==> config.mk <==
export PLATFORM = sky130hd
export DESIGN_NAME = alu_decode_stage
export DESIGN_NICKNAME = d
export VERILOG_FILES = /design/src/rtl/alu_decode_pkg.sv /design/src/rtl/imm_gen.sv /design/src/rtl/alu_decode_stage.sv
export SDC_FILE = /design/constraint.sdc
export NUM_CORES = 1
export LEC_CHECK = 0
export ABC_AREA = 1
export BUFFER_PORTS_ARGS = -buffer_cell sky130_fd_sc_hd__buf_2
export CAP_MARGIN = 5
export CORE_UTILIZATION = 51
export DETAILED_ROUTE_END_ITERATION = 6
export GPL_TIMING_DRIVEN = 0
export HOLD_SLACK_MARGIN = 0.12
export PLACE_DENSITY = 0.82
export SLEW_MARGIN = 20
export SYNTH_ARGS = -nofsm -noshare
export SYNTH_HDL_FRONTEND = slang
export SYNTH_HIERARCHICAL = 1
export SYNTH_SLANG_ARGS = --single-unit
==> constraint.sdc <==
create_clock -name i_Clk -period 2.3 [get_ports i_Clk]
set_input_delay 0.46 -clock i_Clk [delete_from_list [all_inputs] [get_ports i_Clk]]
set_output_delay 0.46 -clock i_Clk [all_outputs]
set_load 0.03 [all_outputs]
==> src/rtl/alu_decode_pkg.sv <==
// Shared decode constants and the registered decode bundle for the ALU decode stage.
package alu_decode_pkg;

    // Opcode classes (instr[6:2]) understood by the decoder.
    localparam logic [4:0] CLS_LOAD   = 5'd0;
    localparam logic [4:0] CLS_OPIMM  = 5'd4;
    localparam logic [4:0] CLS_AUIPC  = 5'd5;
    localparam logic [4:0] CLS_STORE  = 5'd8;
    localparam logic [4:0] CLS_R_TYPE = 5'd12;
    localparam logic [4:0] CLS_LUI    = 5'd13;
    localparam logic [4:0] CLS_BRANCH = 5'd24;
    localparam logic [4:0] CLS_JALR   = 5'd25;
    localparam logic [4:0] CLS_JAL    = 5'd27;
    // Stand-in class for encodings whose low two bits are not 2'b11.
    localparam logic [4:0] CLS_NONE   = 5'd31;

    // ALU funct3 codes, shared with the ALU.
    localparam logic [2:0] F3_ADD  = 3'd0;
    localparam logic [2:0] F3_SLL  = 3'd1;
    localparam logic [2:0] F3_SLT  = 3'd2;
    localparam logic [2:0] F3_SLTU = 3'd3;
    localparam logic [2:0] F3_XOR  = 3'd4;
    localparam logic [2:0] F3_SRL  = 3'd5;
    localparam logic [2:0] F3_OR   = 3'd6;
    localparam logic [2:0] F3_AND  = 3'd7;

    // Branch funct3 codes, shared with the ALU.
    localparam logic [2:0] F3_BEQ  = 3'd0;
    localparam logic [2:0] F3_BNE  = 3'd1;
    localparam logic [2:0] F3_BLT  = 3'd4;
    localparam logic [2:0] F3_BGE  = 3'd5;
    localparam logic [2:0] F3_BLTU = 3'd6;
    localparam logic [2:0] F3_BGEU = 3'd7;

    localparam logic [6:0] FUNCT7_BASE = 7'h00;
    localparam logic [6:0] FUNCT7_ALT  = 7'h20;

    // Everything the stage registers for the ALU and later stages.
    typedef struct packed {
        logic [2:0]  op;
        logic        f_sub;
        logic        f_sign;
        logic [31:0] data0;
        logic [31:0] data1;
        logic [31:0] imm;
        logic [4:0]  rd;
        logic        f_write;
        logic        f_load;
        logic        f_store;
        logic        f_branch;
        logic        f_jump;
        logic        f_illegal;
    } dec_t;

    // Classes that architecturally produce a register result.
    function automatic logic cls_writes_rd(input logic [4:0] cls);
        return (cls == CLS_LOAD)   || (cls == CLS_OPIMM) || (cls == CLS_AUIPC) ||
               (cls == CLS_R_TYPE) || (cls == CLS_LUI)   || (cls == CLS_JALR)  ||
               (cls == CLS_JAL);
    endfunction

endpackage

==> src/rtl/imm_gen.sv <==
// Combinational immediate extraction; the format is chosen by opcode class.
module imm_gen
    import alu_decode_pkg::*;
(
    input  logic [31:7] instr,
    input  logic [4:0]  cls,
    output logic [31:0] imm
);

    // Pick the I/S/B/U/J layout that matches the class; unknown classes yield 0.
    always_comb begin
        // NOTE: the output is given a default first so no path through the case can infer a latch.
        imm = '0;
        case (cls)
            CLS_LOAD, CLS_OPIMM, CLS_JALR:
                imm = {{20{instr[31]}}, instr[31:20]};
            CLS_STORE:
                imm = {{20{instr[31]}}, instr[31:25], instr[11:7]};
            CLS_BRANCH:
                imm = {{19{instr[31]}}, instr[31], instr[7], instr[30:25], instr[11:8], 1'b0};
            CLS_AUIPC, CLS_LUI:
                imm = {instr[31:12], 12'h000};
            CLS_JAL:
                imm = {{11{instr[31]}}, instr[31], instr[19:12], instr[20], instr[30:21], 1'b0};
            default:
                imm = '0;
        endcase
    end

endmodule

==> src/rtl/alu_decode_stage.sv <==
// Registered RV32I decode stage feeding the ALU, with a one-cycle load-use bubble.
module alu_decode_stage (
    input  logic        i_Clk,
    input  logic        i_Rst,
    input  logic        i_Valid,
    input  logic [31:0] i_Instr,
    input  logic [31:0] i_PC,
    input  logic [31:0] i_RsData0,
    input  logic [31:0] i_RsData1,
    input  logic        i_Stall,
    input  logic        i_Flush,
    output logic        o_Ready,
    output logic        o_Valid,
    output logic [2:0]  o_Op,
    output logic        o_fSub,
    output logic        o_fSign,
    output logic [31:0] o_Data0,
    output logic [31:0] o_Data1,
    output logic [31:0] o_Imm,
    output logic [4:0]  o_Rd,
    output logic        o_fWrite,
    output logic        o_fLoad,
    output logic        o_fStore,
    output logic        o_fBranchOp,
    output logic        o_fJump,
    output logic        o_fIllegal
);
    import alu_decode_pkg::*;

    logic [4:0]  cls;
    logic [2:0]  funct3;
    logic [6:0]  funct7;
    logic [4:0]  rd;
    logic [4:0]  rs1;
    logic [4:0]  rs2;
    logic [31:0] imm;
    logic        illegal;
    logic        rs1_used;
    logic        rs2_used;
    logic        hazard;
    logic        accept;
    dec_t        dec_next;
    dec_t        dec_q;
    logic        valid_q;

    assign cls    = (i_Instr[1:0] == 2'b11) ? i_Instr[6:2] : CLS_NONE;
    assign funct3 = i_Instr[14:12];
    assign funct7 = i_Instr[31:25];
    assign rd     = i_Instr[11:7];
    assign rs1    = i_Instr[19:15];
    assign rs2    = i_Instr[24:20];

    imm_gen u_imm_gen (
        .instr (i_Instr[31:7]),
        .cls   (cls),
        .imm   (imm)
    );

    // Decode the presented instruction into the bundle loaded on accept.
    always_comb begin
        dec_next = '0;
        illegal  = 1'b0;
        case (cls)
            CLS_LOAD: begin
                dec_next.data0  = i_RsData0;
                dec_next.data1  = imm;
                dec_next.f_load = 1'b1;
            end
            CLS_OPIMM: begin
                dec_next.op     = funct3;
                dec_next.data0  = i_RsData0;
                dec_next.data1  = imm;
                dec_next.f_sub  = (funct3 == F3_SLT) || (funct3 == F3_SLTU);
                dec_next.f_sign = (funct3 == F3_SRL) && i_Instr[30];
                illegal = ((funct3 == F3_SLL) && (funct7 != FUNCT7_BASE)) ||
                          ((funct3 == F3_SRL) && (funct7 != FUNCT7_BASE) && (funct7 != FUNCT7_ALT));
            end
            CLS_AUIPC: begin
                dec_next.data0 = i_PC;
                dec_next.data1 = imm;
            end
            CLS_STORE: begin
                dec_next.data0   = i_RsData0;
                dec_next.data1   = imm;
                dec_next.imm     = imm;
                dec_next.f_store = 1'b1;
                illegal = funct3 > 3'd2;
            end
            CLS_R_TYPE: begin
                dec_next.op     = funct3;
                dec_next.data0  = i_RsData0;
                dec_next.data1  = i_RsData1;
                dec_next.f_sub  = ((funct3 == F3_ADD) && i_Instr[30]) ||
                                  (funct3 == F3_SLT) || (funct3 == F3_SLTU);
                dec_next.f_sign = i_Instr[30] && ((funct3 == F3_ADD) || (funct3 == F3_SRL));
                illegal = !((funct7 == FUNCT7_BASE) ||
                            ((funct7 == FUNCT7_ALT) && ((funct3 == F3_ADD) || (funct3 == F3_SRL))));
            end
            CLS_LUI: begin
                dec_next.data1 = imm;
            end
            CLS_BRANCH: begin
                dec_next.op       = funct3;
                dec_next.f_sub    = 1'b1;
                dec_next.data0    = i_RsData0;
                dec_next.data1    = i_RsData1;
                dec_next.imm      = imm;
                dec_next.f_branch = 1'b1;
                // funct3 2 and 3 are unassigned branch encodings.
                illegal = (funct3 == 3'd2) || (funct3 == 3'd3);
            end
            CLS_JALR: begin
                dec_next.data0  = i_PC;
                dec_next.data1  = 32'd4;
                dec_next.imm    = imm;
                dec_next.f_jump = 1'b1;
                illegal = funct3 != 3'd0;
            end
            CLS_JAL: begin
                dec_next.data0  = i_PC;
                dec_next.data1  = 32'd4;
                dec_next.imm    = imm;
                dec_next.f_jump = 1'b1;
            end
            default: begin
                illegal = 1'b1;
            end
        endcase

        if (cls_writes_rd(cls)) begin
            dec_next.rd = rd;
        end
        dec_next.f_write = cls_writes_rd(cls) && (rd != 5'd0) && !illegal;
        // An illegal instruction must have no architectural side effects downstream.
        if (illegal) begin
            dec_next.f_load   = 1'b0;
            dec_next.f_store  = 1'b0;
            dec_next.f_branch = 1'b0;
            dec_next.f_jump   = 1'b0;
        end
        dec_next.f_illegal = illegal;
    end

    // A load currently on the outputs cannot forward to a consumer in the next cycle.
    assign rs1_used = !((cls == CLS_LUI) || (cls == CLS_AUIPC) || (cls == CLS_JAL));
    assign rs2_used = (cls == CLS_R_TYPE) || (cls == CLS_STORE) || (cls == CLS_BRANCH);
    assign hazard   = valid_q && dec_q.f_load && (dec_q.rd != 5'd0) && i_Valid &&
                      ((rs1_used && (rs1 == dec_q.rd)) || (rs2_used && (rs2 == dec_q.rd)));
    assign o_Ready  = !i_Stall && !hazard;
    assign accept   = i_Valid && o_Ready && !i_Flush;

    // Pipeline register: reset, flush, stall-hold, hazard bubble, accept, drain.
    always_ff @(posedge i_Clk) begin
        // NOTE: state is updated with non-blocking assignments so every register samples pre-edge values.
        if (i_Rst) begin
            valid_q <= 1'b0;
            dec_q   <= '0;
        end else if (i_Flush) begin
            valid_q <= 1'b0;
        end else if (i_Stall) begin
            valid_q <= valid_q;
            dec_q   <= dec_q;
        end else if (hazard) begin
            valid_q <= 1'b0;
        end else if (accept) begin
            valid_q <= 1'b1;
            dec_q   <= dec_next;
        end else begin
            valid_q <= 1'b0;
        end
    end

    assign o_Valid     = valid_q;
    assign o_Op        = dec_q.op;
    assign o_fSub      = dec_q.f_sub;
    assign o_fSign     = dec_q.f_sign;
    assign o_Data0     = dec_q.data0;
    assign o_Data1     = dec_q.data1;
    assign o_Imm       = dec_q.imm;
    assign o_Rd        = dec_q.rd;
    assign o_fWrite    = dec_q.f_write;
    assign o_fLoad     = dec_q.f_load;
    assign o_fStore    = dec_q.f_store;
    assign o_fBranchOp = dec_q.f_branch;
    assign o_fJump     = dec_q.f_jump;
    assign o_fIllegal  = dec_q.f_illegal;

endmodule

### Word-level counts from Yosys, hierarchy flattened

Cells that the tools add are included.
W data, S select, Z words.

* $lt $le $gt $ge: 1
* bitwise operators: 3
* reduce and logical (&&, ||, !) cells: 59
* mux-type cells: 16
* equal/unequal tests: 17

Operator list (count)
* $pmux W32 S5: 1
* $pmux W32 S3: 1
* $pmux W32 S2: 1
* $mux W32: 1
* $logic_and A1 B1 Y1: 18
* $logic_or A1 B1 Y1: 17
* $eq A5 B4 Y1 const B: 3
* $eq A5 B5 Y1 const B: 3
* $pmux W4 S3: 1
* $eq A5 B3 Y1 const B: 2
* $eq A5 B5 Y1: 2
* $mux W5: 2
* $reduce_bool A5 Y1: 2
* $reduce_or A5 Y1: 2
* $reduce_or A2 Y1: 4
* $reduce_or A4 Y1: 2
* $eq A7 B6 Y1 const B: 1
* $logic_not A7 Y1: 1
* $ne A7 B6 Y1 const B: 1
* $reduce_bool A7 Y1: 1
* $eq A3 B2 Y1 const B: 2
* $logic_not A1 Y1: 6
* $mux W1: 6
* $pmux W1 S6: 1
* other kinds (12): 15

* flip-flop bits (word level): 113
* output and inout bits: 114

### Logic depth before layout (Yosys ltp)

* depth after elaboration: 15
* gate-level depth with buffers: 16
* depth with buffers taken out: 14

### Hierarchy

The synthesis kept the hierarchy.

Modules (own cells, without submodules)
* alu_decode_stage: sequential area each 2262.2 um^2, times used 1, area an instance 6211.0 um^2, cells each 1086
* imm_gen: sequential area each 0.0 um^2, times used 1, area an instance 784.5 um^2, cells each 165

### Least setup slack after synthesis

OpenSTA, ideal clock, no wires.

* path kind: in2out
* from: input port i_Instr[4]
* to: output port o_Ready
* buffers on the path: 0
* slack: 445 ps
* stages on the path: 9
* required time: 1840 ps
* arrival time: 1395 ps
* path through: inv_2 -> nand3_1 -> nor2_1 -> nand3_1 -> nand3_1 -> nand2_1 -> nand2_1 -> nand2_1 -> inv_1

* longest elaborated chain between the ends: 10
* elaborated cells on any way between the ends: 18

Ends and longest elaborated chain
* start: declaration: line alu_decode_stage.sv:6 `input logic [31:0] i_Instr,`
* $mux W5 *: line alu_decode_stage.sv:46 `assign cls = (i_Instr[1:0] == 2'b11) ? i_Instr[6:2] : CLS_NONE;`
* via cls[2]: line alu_decode_stage.sv:30 `logic [4:0] cls;`
* $eq A5 B4 Y1 or $eq A5 B3 Y1 (tied branches): line alu_decode_stage.sv:145 `assign rs1_used = !((cls == CLS_LUI) || (cls == CLS_AUIPC) || (cls == CLS_JAL));`
* $logic_or A1 B1 Y1 (2 in series): line alu_decode_stage.sv:145
* $logic_not A1 Y1: line alu_decode_stage.sv:145
* $logic_and A1 B1 Y1: line alu_decode_stage.sv:148 `((rs1_used && (rs1 == dec_q.rd)) || (rs2_used && (rs2 == dec_q.rd)));`
* $logic_or A1 B1 Y1 *: line alu_decode_stage.sv:148
* $logic_and A1 B1 Y1 *: line alu_decode_stage.sv:147 `assign hazard = valid_q && dec_q.f_load && (dec_q.rd != 5'd0) && i_Valid &&`
* $logic_not A1 Y1 *: line alu_decode_stage.sv:149 `assign o_Ready = !i_Stall && !hazard;`
* $logic_and A1 B1 Y1 *: line alu_decode_stage.sv:149
* end: declaration: line alu_decode_stage.sv:12 `output logic o_Ready,`

The timed path passes the listed nets; every way through them passes the cells marked *.

### Worst setup path after layout

* from: register dec_q (netlist bit o_Rd[2])
* to: output port o_Ready

* longest elaborated chain between the ends: 6
* elaborated cells on any way between the ends: 11

Ends and longest elaborated chain
* start: declaration: line alu_decode_stage.sv:43 `dec_t dec_q;`
* start signal: assignment: line alu_decode_stage.sv:162 `dec_q <= dec_q;`
* start signal: assignment: line alu_decode_stage.sv:167 `dec_q <= dec_next;`
* $eq A5 B5 Y1 or $reduce_bool A5 Y1 (tied branches): line alu_decode_stage.sv:148, alu_decode_stage.sv:147
* $logic_and A1 B1 Y1 (on tied branches): line alu_decode_stage.sv:148, alu_decode_stage.sv:147
* $logic_or A1 B1 Y1 or $logic_and A1 B1 Y1 (tied branches): line alu_decode_stage.sv:148, alu_decode_stage.sv:147
* $logic_and A1 B1 Y1 *: line alu_decode_stage.sv:147
* $logic_not A1 Y1 *: line alu_decode_stage.sv:149
* $logic_and A1 B1 Y1 *: line alu_decode_stage.sv:149

Every way passes the cells marked *; elsewhere a longest branch is shown, timed or not.

==> results.toml <==
[timing]
max_freq_mhz = 453
grt_setup_unrepaired = "no"
hold_viol_final = 0
clock_skew_ns = 0.00733
slew_viol_final = 0
fin_crit_sh = 0.959
period_minus_slack_ns = 2.21
relSlewSlack = 0.465
worst_slew_pin_slew_ns = 0.802
finalSetupViolCount = 0

[logic_synthesis]
yosysSeqAreaShare = 0.323
synth_cell_type_count = 30
synth_xor_area_frac = 0.00751
synth_top_family_by_area = "simple AND/OR/NAND/NOR gates"
synthAdderAreaFrac = 0
synthMuxAreaShare = 0
netlist_area_um2 = 7000
synth_ff_type = "dfxtp_1"
async_flop_share = 0
synthCells = 1251
syn_area_per_cell_um2 = 5.59
syn-num-nets = 1384
synth-compound-area-share = 0.0792
synth.ff_latch_count = 113
yosys_warnings = 6
synth_edf_count = 0
synthSimpleGateAreaFrac = 0.432

[clock_tree]
clk_latency_ns = 0.41
htreeDepth = 4
clock-root-buffer = "clkbuf_16"
clkTransAtPathRegs_ns = 0.05
clockBufferDepth = 2
cts_buffers = 17
cts_tree = "built"
cts.sinks = 113
cts_hold_buf = 0

[route]
first_pass_iters = 5
post-route-drc-count = 0
drt-total-wl_mm = 22.9
drtAntennaViolNets = 0
dr_total_vias = 8268
vias_per_cell = 4.85
wire_per_inst_um = 13.4
drt-initial-drc-count = 686

[global_route]
grt_pass1_vias = 7555
antenna_found_initial = 1
globalRouteTotalUtil = 0.332
grt_pass1_wl_mm = 36.8
grt_max_degree = 17
overflow = 0

[pwr]
p_int_uw = 4210
seq_power_share = 0.361
p_total_uw = 5860
p_sw_uw = 1650
irDropWorstVdd_v = 0.000476
p_comb_frac = 0.165
cellLeakagePower_uw = 0.00569
p_sw_frac = 0.281
p_clk_frac = 0.475
powerDensity_nw_per_um2 = 644

[critical_path]
start_kind = "register"
crit_top_cell = "nand2_1"
critPathCaptureType = "output pin"
path_cells = "nand2_1 > nand2_1 > nand3_1 > nor2_2 > nand3_1 > nand2_1 > nand2_1 > nand2_1 > inv_1 > buf_2"
r2r_slack_ns = 0.21
r2r-start = "o_Rd[2]"
slowest_stage = "dfxtp_1"
r2r_cells = 13
critical_path.max_stage_delay_ns = 0.44
r2r-end = "o_Data0[24]"
critPathRequiredTime_ns = 1.84
worstPathArrival_ns = 1.75
cp_max_fo = 5
crit_type = "reg -> out"

[finish]
drive_gt1_frac = 0.230
antenna_cells = 0
fin_util = 0.684
nets = 1649
final_cells = 1705
areaGrowthSynthToFinish_pct = 30.0
fin_area_um2 = 9090

[die]
start_util = 0.526
coreArea_um2 = 13300
die_y_um = 119
fp-row-count = 42
die_w_um = 119
ios = 247
dieArea_um2 = 14200

[placement]
hpwl_mm = 17.7
io_buffers = 246
dpl_cell_area_um2 = 8450
place.gp.congestion = 0.942
dpl.cell_count = 1673

[min_path]
worstHoldStart = "i_Flush"
holdPathStages = 4
holdPathEnd = "o_Valid"
hold_path.class = "in -> reg"

[run]
maxCapViolations = 0

[outcome]
status = "complete, no violations"
## final cells by class
class	instances	area (um^2)
Fill cell	1236	4200
Multi-Input combinational cell	872	3650
Sequential cell	113	2260
Timing Repair Buffer	246	1230
Inverter	205	779
Clock buffer	23	498
Buffer	61	325
Tap cell	176	220
Clock inverter	9	126
## Yosys cell counts, types with 2 or more instances
cell      instances  share of area
inv_2             7         0.0038
nor2_1          253           0.14
nand3_1          26          0.019
dfxtp_1         113           0.32
nand3_2           2         0.0029
nand2_1         442           0.24
nand2_2           5         0.0045
buf_4             2         0.0021
clkinv_1          2         0.0011
buf_6             7          0.011
nand4_1          16          0.014
nor2_4            4         0.0064
a21oi_1          33          0.024
o21ai_0          70          0.050
buf_1             2         0.0011
inv_1           194           0.10
nor2_2            3         0.0027
nand2_4           2         0.0032
clkbuf_1         21          0.011
xnor2_1           6         0.0075
o21ai_2           2         0.0025
buf_2            29          0.021
nor3_1            3         0.0021
## layout by cell type (no fill, tap or decap), drive strengths merged
master / n
a21boi: 1
xnor2: 6
dfxtp: 113
nor2: 260
buf: 286
inv: 204
clkinv: 6
nand2: 449
clkinvlp: 1
o211ai: 1
nand3: 29
nor3: 3
o21ai: 72
a31oi: 1
a21oi: 33
nand4: 17
bufinv: 3
clkbuf: 44
## power groups by stage
stage	Combinational, uW	Sequential (uW)	Clock, uW
6_report	964	2110	2780
4_1_cts	953	2110	2790
3_5_place_dp	946	2150	0
2_1_floorplan	401	2340	0
3_3_place_gp	935	2150	0
5_1_grt	1060	2120	2890
## state kept, by name, indices dropped and copies added, names as in the netlist
name / count
o_Data0: 32
o_Data1: 32
o_Imm: 32
o_Rd: 5
o_Op: 3
o_Valid: 1
o_fBranchOp: 1
o_fIllegal: 1
o_fJump: 1
o_fLoad: 1
o_fSign: 1
o_fStore: 1
o_fSub: 1
o_fWrite: 1
## worst max-delay path by stage
stage / from / cells past startpoint / endpoint / slack, ns
6_report: o_Rd[2] / 10 / o_Ready / 0.09
5_1_grt: o_Rd[3] / 11 / o_Ready / 0.007
4_1_cts: i_Instr[4] / 12 / o_Ready / 0.02
3_5_place_dp: i_Instr[4] / 11 / o_Data0[18] / -0.32
3_3_place_gp: i_Instr[4] / 11 / o_Data0[18] / -0.34
2_1_floorplan: i_Instr[4] / 9 / o_Ready / 0.45
## critical path, delay by kind of cell (launching register included)
kind                   cells  cell delay [ns]
buffers and inverters      2             0.20
AND/OR/NAND/NOR            8             0.68
flip-flops                 1             0.44
## per-layer routing
layer  track usage  share of wire
met1         0.408           0.42
met2         0.551           0.46
met3        0.0771          0.091
met4         0.146          0.029
met5             0        0.00048
## kinds of logic after synthesis
family          count (synthesis)
compound gates                108
xor+xnor                        6
flops                         113
buf+inv                       266
simple gates                  758
## stage by stage
| step | TNS [ns] | hold slack, ns | worst slack, ns |
|---|---|---|---|
| global placement | -22.14 | 0.464 | -0.341 |
| global route | 0 | 0.308 | 0.00746 |
| finish | 0 | 0.286 | 0.0935 |
| floorplan | 0 | 0.586 | 0.445 |
| detailed placement | -21.80 | 0.470 | -0.325 |
| CTS | 0 | 0.275 | 0.0157 |
## timing repair
item | 4_1_cts | 5_1_grt
endpoints found under the hold margin | 0 | 0
setup buffers | 0 | 0
resized for setup | 0 | 9
setup endpoints to repair | 0 | 38
Power figures use the tool's default switching activity.
